File: src/rtl/accessory_spi_master_pkg.sv
// Shared definitions for the accessory SPI master: FSM encoding, pin idle levels, length clamp.
package accessory_spi_master_pkg;

  typedef enum logic [2:0] {
    StIdle,
    StGap,
    StSetup,
    StSample,
    StDone
  } spi_state_e;

  localparam logic SckIdle  = 1'b0;
  localparam logic SsIdle   = 1'b1;
  localparam logic MosiIdle = 1'b1;

  // A length of zero or beyond the bus width means a full word.
  function automatic logic [3:0] clamp_len(input logic [3:0] len, input logic [3:0] max_len);
    return ((len == 4'd0) || (len > max_len)) ? max_len : len;
  endfunction

endpackage

File: src/rtl/accessory_spi_master_tick.sv
// CLK_DIV phase counter: flags the first and last cycle of each SCK half-period.
module accessory_spi_master_tick #(
  parameter int unsigned CLK_DIV = 1
) (
  input  logic clock,
  input  logic reset,
  input  logic i_clear,
  output logic o_first,
  output logic o_last
);

  localparam int unsigned   CntW   = (CLK_DIV < 2) ? 1 : $clog2(CLK_DIV);
  localparam logic [CntW-1:0] CntMax = CntW'(CLK_DIV - 1);

  logic [CntW-1:0] r_cnt;

  always_ff @(posedge clock) begin
    if (reset || i_clear || o_last) begin
      r_cnt <= '0;
    end else begin
      r_cnt <= r_cnt + CntW'(1);
    end
  end

  assign o_first = (r_cnt == '0);
  assign o_last  = (r_cnt == CntMax);

endmodule

File: src/rtl/accessory_spi_master.sv
// Mode-0, MSB-first SPI master for accessory controllers; 1..WORD_BYTES bytes per command,
// optional SS release between bytes.
module accessory_spi_master
  import accessory_spi_master_pkg::*;
#(
  parameter int unsigned WORD_BYTES  = 4,
  parameter int unsigned CLK_DIV     = 1,
  parameter int unsigned BYTE_GAP    = 32,
  parameter int unsigned TOGGLE_SS   = 1,
  parameter int unsigned MISO_INVERT = 1
) (
  input  logic                    clock,
  input  logic                    reset,
  input  logic                    enable,
  input  logic [8*WORD_BYTES-1:0] tx_data,
  input  logic [3:0]              tx_len,
  input  logic                    tx_valid,
  output logic                    tx_ready,
  output logic [8*WORD_BYTES-1:0] rx_data,
  output logic                    rx_valid,
  output logic                    busy,
  output logic                    sck,
  output logic                    ss,
  output logic                    mosi,
  input  logic                    miso
);

  localparam int unsigned     W            = 8 * WORD_BYTES;
  localparam logic [3:0]      WordBytesL   = 4'(WORD_BYTES);
  localparam int unsigned     GapW         = (BYTE_GAP < 2) ? 1 : $clog2(BYTE_GAP);
  localparam logic [GapW-1:0] GapLast      = GapW'(BYTE_GAP - 1);
  localparam logic            HasGap       = (BYTE_GAP != 0);
  localparam logic            GapEveryByte = (TOGGLE_SS != 0) && (BYTE_GAP != 0);
  localparam logic            MisoInv      = (MISO_INVERT != 0);

  spi_state_e      r_state, w_state_next;
  logic [W-1:0]    r_shift, r_rx_shift, r_rx_data, w_rx_mask;
  logic [6:0]      r_bit_cnt, w_bit_cnt_dec, w_shamt;
  logic [3:0]      r_len, w_len;
  logic [GapW-1:0] r_gap_cnt;
  logic            r_rx_valid;
  logic            w_rst, w_accept, w_tick_first, w_tick_last, w_tick_clear;

  assign w_rst         = reset || !enable;
  assign w_len         = clamp_len(tx_len, WordBytesL);
  assign w_shamt       = {WordBytesL - w_len, 3'b000};
  assign tx_ready      = enable && (r_state == StIdle);
  assign w_accept      = tx_valid && tx_ready && !reset;
  assign w_bit_cnt_dec = r_bit_cnt - 7'd1;
  assign w_tick_clear  = (w_state_next != r_state);

  accessory_spi_master_tick #(
    .CLK_DIV(CLK_DIV)
  ) u_tick (
    .clock  (clock),
    .reset  (w_rst),
    .i_clear(w_tick_clear),
    .o_first(w_tick_first),
    .o_last (w_tick_last)
  );

  always_ff @(posedge clock) begin
    if (w_rst) begin
      r_state <= StIdle;
    end else begin
      r_state <= w_state_next;
    end
  end

  always_comb begin
    w_state_next = r_state;
    case (r_state)
      StIdle:   if (w_accept) w_state_next = HasGap ? StGap : StSetup;
      StGap:    if (r_gap_cnt == GapLast) w_state_next = StSetup;
      StSetup:  if (w_tick_last) w_state_next = StSample;
      StSample: begin
        if (w_tick_last) begin
          if (w_bit_cnt_dec == 7'd0) begin
            w_state_next = StDone;
          end else if ((w_bit_cnt_dec[2:0] == 3'd0) && GapEveryByte) begin
            w_state_next = StGap;
          end else begin
            w_state_next = StSetup;
          end
        end
      end
      StDone:   w_state_next = StIdle;
      default:  w_state_next = StIdle;
    endcase
  end

  always_comb begin
    sck  = SckIdle;
    ss   = SsIdle;
    mosi = MosiIdle;
    case (r_state)
      StSetup: begin
        ss   = 1'b0;
        mosi = r_shift[W-1];
      end
      StSample: begin
        sck  = 1'b1;
        ss   = 1'b0;
        mosi = r_shift[W-1];
      end
      default: ;
    endcase
  end

  // Bytes at or above the latched length are forced to zero in rx_data.
  always_comb begin
    w_rx_mask = '0;
    for (int b = 0; b < int'(WORD_BYTES); b++) begin
      w_rx_mask[8*b +: 8] = (4'(b) < r_len) ? 8'hFF : 8'h00;
    end
  end

  always_ff @(posedge clock) begin
    if (w_rst) begin
      r_shift    <= '0;
      r_rx_shift <= '0;
      r_rx_data  <= '0;
      r_rx_valid <= 1'b0;
      r_bit_cnt  <= '0;
      r_len      <= '0;
      r_gap_cnt  <= '0;
    end else begin
      r_rx_valid <= (r_state == StDone);
      r_gap_cnt  <= (r_state == StGap) ? r_gap_cnt + GapW'(1) : '0;
      if (w_accept) begin
        r_shift    <= tx_data << w_shamt;
        r_rx_shift <= '0;
        r_bit_cnt  <= {w_len, 3'b000};
        r_len      <= w_len;
      end
      if ((r_state == StSample) && w_tick_first) begin
        r_rx_shift <= {r_rx_shift[W-2:0], miso ^ MisoInv};
      end
      if ((r_state == StSample) && w_tick_last) begin
        r_shift   <= {r_shift[W-2:0], 1'b0};
        r_bit_cnt <= w_bit_cnt_dec;
      end
      if (r_state == StDone) begin
        r_rx_data <= r_rx_shift & w_rx_mask;
      end
    end
  end

  assign rx_data  = r_rx_data;
  assign rx_valid = r_rx_valid;
  assign busy     = (r_state != StIdle);

endmodule

File: config.mk
export PLATFORM = sky130hd
export DESIGN_NAME = accessory_spi_master
export DESIGN_NICKNAME = d
export VERILOG_FILES = /design/src/rtl/accessory_spi_master_pkg.sv /design/src/rtl/accessory_spi_master_tick.sv /design/src/rtl/accessory_spi_master.sv
export SDC_FILE = /design/constraint.sdc
export NUM_CORES = 1
export LEC_CHECK = 0
export CAP_MARGIN = 20
export CORE_UTILIZATION = 45
export CTS_CLUSTER_SIZE = 25
export DETAILED_ROUTE_END_ITERATION = 10
export PLACE_DENSITY = 0.69
export RECOVER_POWER = 100
export SLEW_MARGIN = 20
export SYNTH_ARGS = -nofsm -noshare
export SYNTH_HDL_FRONTEND = slang
export SYNTH_HIERARCHICAL = 1
export SYNTH_SLANG_ARGS = --single-unit
File: constraint.sdc
create_clock -name clock -period 3.8 [get_ports clock]
set_clock_uncertainty 0.1 [all_clocks]
set_input_delay 0.76 -clock clock [delete_from_list [all_inputs] [get_ports clock]]
set_output_delay 0.76 -clock clock [all_outputs]
set_load 0.01 [all_outputs]
======== Word level (Yosys, flattened, before mapping) ========
Cells that the tools add are included.
storage, ports and cells
  word-level logic and storage cells ...... 70
  register bits ........................... 117
  output and inout port bits .............. 38
operators by class
  multiplexer cells ....................... 21
  order comparisons ....................... 5
  reduce and logical (&&, ||, !) cells .... 19
  bitwise gates (word level) .............. 4
  shift-type cells ........................ 1
  eq/ne operators ......................... 6
  add/sub/neg operators ................... 4
operator list
  operator             count
  $mux 32              4
  $and 32x32->32       1
  $mux 8               4
  $shl 32x7->32        1
  $mux 3               5
  $mux 7               2
  $pmux 3 s4           1
  $lt 1x4->1 const A   2
  $lt 2x4->1 const A   2
  $logic_not 7->1      1
  $sub 7x1->7 const B  1
  $eq 3x2->1 const B   2
  $logic_not 3->1      2
  $reduce_or 2->1      3
  $add 5x1->5 const B  1
  $eq 5x5->1 const B   1
  $gt 4x3->1 const B   1
  $logic_and 1x1->1    4
  $logic_not 4->1      1
  $logic_or 1x1->1     4
  $mux 4               1
  $sub 3x4->4 const A  1
  $eq 3x1->1 const B   1
  $eq 3x3->1 const B   1
  8 further kinds      13

======== Logic depth before layout (Yosys ltp) ========
Gate-level depths: netlist of run 1.
  word-level depth ........................ 9
  gate-level depth with buffers ........... 10
  gate-level depth less buffers ........... 7

======== Modules after synthesis ========
Netlist of run 1, hierarchy kept.
modules (own cells, without submodules)
  module                     instances  area an instance (µm²)  cells an instance
  accessory_spi_master       1          5,057.4                 580
  accessory_spi_master_tick  1          35.0                    4

======== Least setup slack after synthesis of run 1 ========
Ideal clock, no wire load.
  path type ............................... input to register
  start point ............................. input port tx_len[2]
  end point ............................... register r_shift[1]
  path slack .............................. 699 ps
  stages on the path ...................... 8
  arrival ................................. 2,930 ps
  path buffers ............................ 2
  cells stage by stage .................... nor3b_1 > buf_2 > clkbuf_1 > inv_1 > ha_1 > or4_1 > a2111oi_4 > o2bb2ai_1
between the ends
  word-level cells in the longest chain between the ends .. 7
  elaborated cells between the ends (all ways) .. 8
  classes of those cells .................. add/sub (1); order compare (1); shift (1); mux (3); reduce/logical (2)
RTL lines
  item                                           line                            source
  start, declared                                accessory_spi_master.sv:16      input logic [3:0] tx_len,
  $gt 4x3->1 or $logic_not 4->1 (tied branches)  accessory_spi_master_pkg.sv:18  return ((len == 4'd0) || (len > max_len)) ? max_len : len;
  $logic_or 1x1->1                               accessory_spi_master_pkg.sv:18
  $mux 4 *                                       accessory_spi_master_pkg.sv:18
  $sub 3x4->4 *                                  accessory_spi_master.sv:46      assign w_shamt = {WordBytesL - w_len, 3'b000};
  $shl 32x7->32 *                                accessory_spi_master.sv:131     r_shift <= tx_data << w_shamt;
  $mux 32 *                                      accessory_spi_master.sv:130     if (w_accept) begin
  $mux 32 *                                      accessory_spi_master.sv:139     if ((r_state == StSample) && w_tick_last) begin
  end signal, assigned                           accessory_spi_master.sv:131
  end signal, assigned                           accessory_spi_master.sv:140     r_shift <= {r_shift[W-2:0], 1'b0};
  end, declared                                  accessory_spi_master.sv:37      logic [W-1:0] r_shift, r_rx_shift, r_rx_data, w_rx_mask;
Every way passes the cells marked *; elsewhere a longest branch is shown, timed or not. The select of a mux whose other input is x is not followed.
A chain may end at the register's enable or synchronous reset.

======== Worst setup path in the final report of run 1 ========
  start point ............................. input port tx_len[2]
  end point ............................... register r_shift[7]
The elaborated chain is that of the path after synthesis.

==> metrics, run 1 <==
run status complete, no violations; Die Ht around 110 um; syn nets roughly 630; crit-path max FO 7; global placement routability congestion roughly 0.86; Achievable Freq approximately 300 MHz; crit-path max cell delay 790 ps; critical path endpoint category flip-flop; Crit path max-delay family compound AO/OA/AOI/OAI gates; postcts setup bufs 0; GRT Residual Overflow 0; Max VDD drop 0.280 mV; Post-DRT Antenna Nets 0; Critical Path Start Type input port; combinational share of power 6.3%; WHS around 350 ps; area grow syn2layout 27.9%; total of max-cap violations 0; Setup Viol. Count Final 0; worst hold start rx_data[24]; Reg-to-Reg End rx_data[10]; Placement Cell Area a little under 6000 um2; via count roughly 4,500; final std cell area, no fill 6500 um2; WHS Endpoint rx_data[24]; arrival time at the worst endpoint ~3600 ps; total wire length between 10 and 15 mm; RSZ-0062 raised after global routing no; syn_area_per_cell around 8.7 um2; Die W approximately 110 um; CTS sink count approximately 120; Flop pwr share about 40%; Final Cycle Share between 80% and 90%; CP bufs+invs 2; Post-DP HPWL 7.95 mm; average routed wire per standard cell about 15 um; Critical Path, Cell by Cell dlygate4sd3_1, nor3b_1, inv_1, ha_1, or4_1, a2111oi_2, o2bb2ai_1; initial core utilization between 40 and 50%; Die Area between 10,000 and 15,000 um2; worst skew pair latency between 400 and 500 ps; share of cells above drive strength 1 around 6.5%; Syn Std Cell Area just over 5000 um2; initial antenna violation count 0; post-layout util between 50% and 60%; number of warnings issued by yosys 6; CP max stage cell a2111oi_2; Detailed Routing Iterations Pass 1 5; post-CTS sizing 0; Vias per Instance around 5.7; maximum buffer depth of the clock tree 2; Net Sw Frac roughly 21%; Synth Instances ~580; R2R Setup Slk between 1000 and 1500 ps; largest net degree at the start of global routing between 80 and 90; Hold WC Path Type flip-flop to flip-flop; Cell Pwr Density roughly 470 nW/um2; Final Max Tran Viols 0; total CTS buffers 17; WHS Path Cells 2; CTS tree yes; clock root cell clkbuf_16; critical path type input port to flip-flop; Post-CTS Hold Buffers 0; fin cells 790; min cycle time layout roughly 3300 ps; GRT Overall Usage a little over a fifth; Worst-path clk slew roughly 50 ps; vias in the first global route ~4,200; Reg2Reg Depth 4; Worst-Margin Slew between 1000 and 1500 ps; DRC errors left 0; IO Port Bufs just under 80; Slew HR between 10% and 20%; number of DRC markers in iteration 0 approximately 380; Leak Pwr approximately 2.3 nW; final hold viol count 0; worst r2r src r_state[0]; critical path data required time around 4000 ps; layout net count 686; setup TNS 0 ps; num ports 79; Clk network pwr share 52.6%; first-pass GRT wire length 19.5 mm; Internal 0.00242 W; Core Area around 11,000 um2; std cell rows 38; P_sw 0.000627 W; depth of the CTS H-tree 4; # diodes 0; number of cells after detailed placement about 760
-- worst register-to-register path, delay by kind of cell (launching register included) --
family	cells	cell delay (ps)
flip-flops	1	610
AND/OR/NAND/NOR	3	1480
AO/OA/AOI/OAI	1	270
-- worst max path at each step --
stage / from / end / slack, ps / cells past startpoint
floorplan: tx_len[2] / r_shift[1] / 700 / 8
global placement: tx_len[2] / r_shift[2] / 570 / 7
detailed placement: tx_len[2] / r_shift[2] / 480 / 7
CTS: tx_len[2] / r_shift[2] / 900 / 7
global route: tx_len[2] / r_shift[2] / 410 / 7
finish: tx_len[2] / r_shift[7] / 460 / 7
-- power by group through the flow --
stage                     Combinational (W)  Clock, W  Sequential (W)
after floorplan                    0.000111         0         0.00127
after global placement             0.000189         0         0.00127
after detailed placement           0.000193         0         0.00127
after CTS                          0.000194   0.00162         0.00125
after global routing               0.000206   0.00168         0.00125
final                              0.000190   0.00160         0.00125
-- per-stage QoR --
stage          total power (W)  setup WS, ps
4_1_cts                0.00306           901
3_5_place_dp           0.00147           480
5_1_grt                0.00314           411
6_report               0.00304           465
2_1_floorplan          0.00138           699
3_3_place_gp           0.00146           574
-- area by class of cell --
| class | count | area (um2) |
|---|---|---|
| clock buffer | 25 | 495 |
| clock inverter | 4 | 95.1 |
| fill | 960 | 4430 |
| inverter | 10 | 37.5 |
| multi-input combinational | 405 | 2480 |
| sequential | 117 | 2340 |
| tap | 140 | 175 |
| timing repair buffer | 89 | 872 |
-- placed cells by master (no fill, tap or decap), types with 5 or more instances in the layout --
master             n
dfxtp_1          117
a21oi_1           59
nand2_1           57
nor2_1            49
a22oi_1           47
nand3_1           45
dlygate4sd3_1     41
clkdlybuf4s50_1   37
mux2i_1           32
o2bb2ai_1         23
clkbuf_16         17
o22ai_1           16
inv_1             10
and3_1            10
buf_4              9
a31oi_1            5
ha_1               5
clkbuf_1           5
-- registers in the layout (all words and copies together) (netlist names) --
name and cells:
rx_valid 1, r_bit_cnt 7, r_rx_shift 32, r_shift 32, r_state 3, r_gap_cnt 5
r_len 4, u_tick/r_cnt 1, rx_data 32
-- layer usage --
metal / global-route usage, % / share of wire [%] / up-vias
met4: 8.40 / 1.7 / 0
met1: 24.7 / 44 / 2125
met3: 5.61 / 4.8 / 18
met5: 0 / 0 / -
li1: - / - / 2241
met2: 36.4 / 50 / 145
Note: power is estimated with default switching activity, not from simulation.
==> inputs of run 2 (changes only) <==
--- a/config.mk
+++ b/config.mk
@@ -9,6 +9,7 @@
 export CORE_UTILIZATION = 45
 export CTS_CLUSTER_SIZE = 25
 export DETAILED_ROUTE_END_ITERATION = 10
+export GPL_TIMING_DRIVEN = 0
 export PLACE_DENSITY = 0.69
 export RECOVER_POWER = 100
 export SLEW_MARGIN = 20
==> metrics, run 2 (same netlist as run 1, synthesis figures left out) <==
WHS Path Cells 1; critical path type input port to flip-flop; depth of the CTS H-tree 4; R2R Setup Slk between 1500 and 2000 ps; CTS tree yes; Cell Pwr Density approximately 460 nW/um2; Placement Cell Area 6040 um2; Critical Path Start Type input port; Flop pwr share 41.3%; global placement routability congestion between 0.8 and 0.9; Leak Pwr 2.32 nW; postcts setup bufs 0; Clk network pwr share 52.0%; DRC errors left 0; commonest cells after routing, fill and taps aside dfxtp_1, a21oi_1, nand2_1, nor2_1, a22oi_1; Crit path max-delay family buffers and inverters; setup TNS 0 ps; Internal 0.00233 W; Critical Path, Cell by Cell clkdlybuf4s50_1, nor3b_1, buf_2, clkbuf_2, inv_1, ha_1, or4_1, a21oi_2, clkbuf_2, o2bb2ai_1; Achievable Freq ~280 MHz; Final Max Tran Viols 0; vias in the first global route approximately 4,600; crit-path most repeated cell clkbuf_2; num ports 79; area grow syn2layout 30.5%; Post-DRT Antenna Nets 0; largest net degree at the start of global routing 17; layout net count ~730; Final Cycle Share a little over nine tenths; Net Sw Frac about 23%; RSZ-0062 raised after global routing no; # fillers around 970; final std cell area, no fill between 6000 and 7000 um2; GRT Overall Usage 23.7%; Core Area 10,900 um2; critical path endpoint category flip-flop; Die Area roughly 12,000 um2; total wire length approximately 13 mm; Max VDD drop between 0.3 and 0.4 mV; clock root cell clkbuf_16; commonest non-fill, non-tap cell in the layout dfxtp_1; share of cells above drive strength 1 7.37%; CTS sink count between 100 and 150; final hold viol count 0; Vias per Instance 5.70; combinational share of power 6.7%; initial core utilization between 40% and 50%; Worst-Margin Slew ~650 ps; Die Ht about 110 um; arrival time at the worst endpoint about 3800 ps; Post-DP HPWL around 9.6 mm; run status complete, no violations; worst r2r src r_state[1]; crit-path max cell delay roughly 570 ps; Detailed Routing Iterations Pass 1 6; Hold WC Path Type flip-flop to flip-flop; Multi-input gate area about 2500 um2; worst hold start r_gap_cnt[0]; initial antenna violation count 0; GRT Residual Overflow 0; Setup Viol. Count Final 0; P_sw approximately 0.00070 W; average routed wire per standard cell roughly 16 um; CP bufs+invs 5; WHS Endpoint r_gap_cnt[0]; Place WS -414 ps; first-pass GRT wire length approximately 22 mm; maximum buffer depth of the clock tree 2; Worst-path clk slew around 50 ps; total of max-cap violations 0; min cycle time layout around 3600 ps; total CTS buffers 17; Reg2Reg Depth 6; critical path data required time slightly above 4000 ps; Power, Total 0.00303 W; number of DRC markers in iteration 0 339; CP max stage cell or4_1; via count ~4,700; worst skew pair latency slightly above 400 ps; register area between 2000 and 2500 um2; Reg-to-Reg End r_rx_shift[28]; IO Port Bufs 78; worst setup margin between 200 and 250 ps; std cell rows 38; crit-path max FO 10; # diodes 0; Die W approximately 110 um; Slew HR roughly 56%; post-layout util 60.6%
-- run 2: power by group through the flow --
| stage | registers, W | clock network, W | logic [W] |
|---|---|---|---|
| floorplan | 0.00127 | 0 | 0.000111 |
| global placement | 0.00127 | 0 | 0.000197 |
| detailed placement | 0.00127 | 0 | 0.000201 |
| CTS | 0.00125 | 0.00159 | 0.000202 |
| global route | 0.00125 | 0.00165 | 0.000218 |
| finish | 0.00125 | 0.00157 | 0.000203 |
-- run 2: metal layers --
metal  up-vias  GRT usage [%]  wire, um
li1       2320              -         -
met1      2259           26.8      5700
met2       130           43.0      6750
met3        30           5.30       538
met4         0           9.07       250
met5         -              0         0
-- run 2: worst max-delay path by stage --
stage                     cells after the start  slack [ps]          end       from
after floorplan                               8         700   r_shift[1]  tx_len[2]
after global placement                       10        -370  r_shift[31]  tx_len[2]
after detailed placement                     10        -410  r_shift[30]  tx_len[2]
after CTS                                    10          40  r_shift[26]  tx_len[2]
after global routing                         10          20  r_shift[27]  tx_len[2]
final                                        10         200  r_shift[26]  tx_len[2]
-- run 2: cell type report --
class | instances | area share [%]
multi-input combinational | 405 | 37.8
sequential | 117 | 35.3
timing repair buffer | 78 | 11.8
clock buffer | 21 | 6.94
buffer | 50 | 3.08
tap | 140 | 2.64
clock inverter | 11 | 1.91
inverter | 10 | 0.566
-- run 2: timing repair --
action | 4_1_cts | 5_1_grt
gates resized for setup | 1 | 4
endpoints found under the hold margin | 0 | 0
endpoints found under the setup margin | 2 | 18
hold buffers | 0 | 0
-- run 2: per-stage QoR --
| stage | hold WS [ps] | std cells |
|---|---|---|
| floorplan | 318 | 582 |
| global placement | 331 | 800 |
| detailed placement | 345 | 800 |
| CTS | 353 | 832 |
| global route | 379 | 832 |
| finish | 348 | 832 |
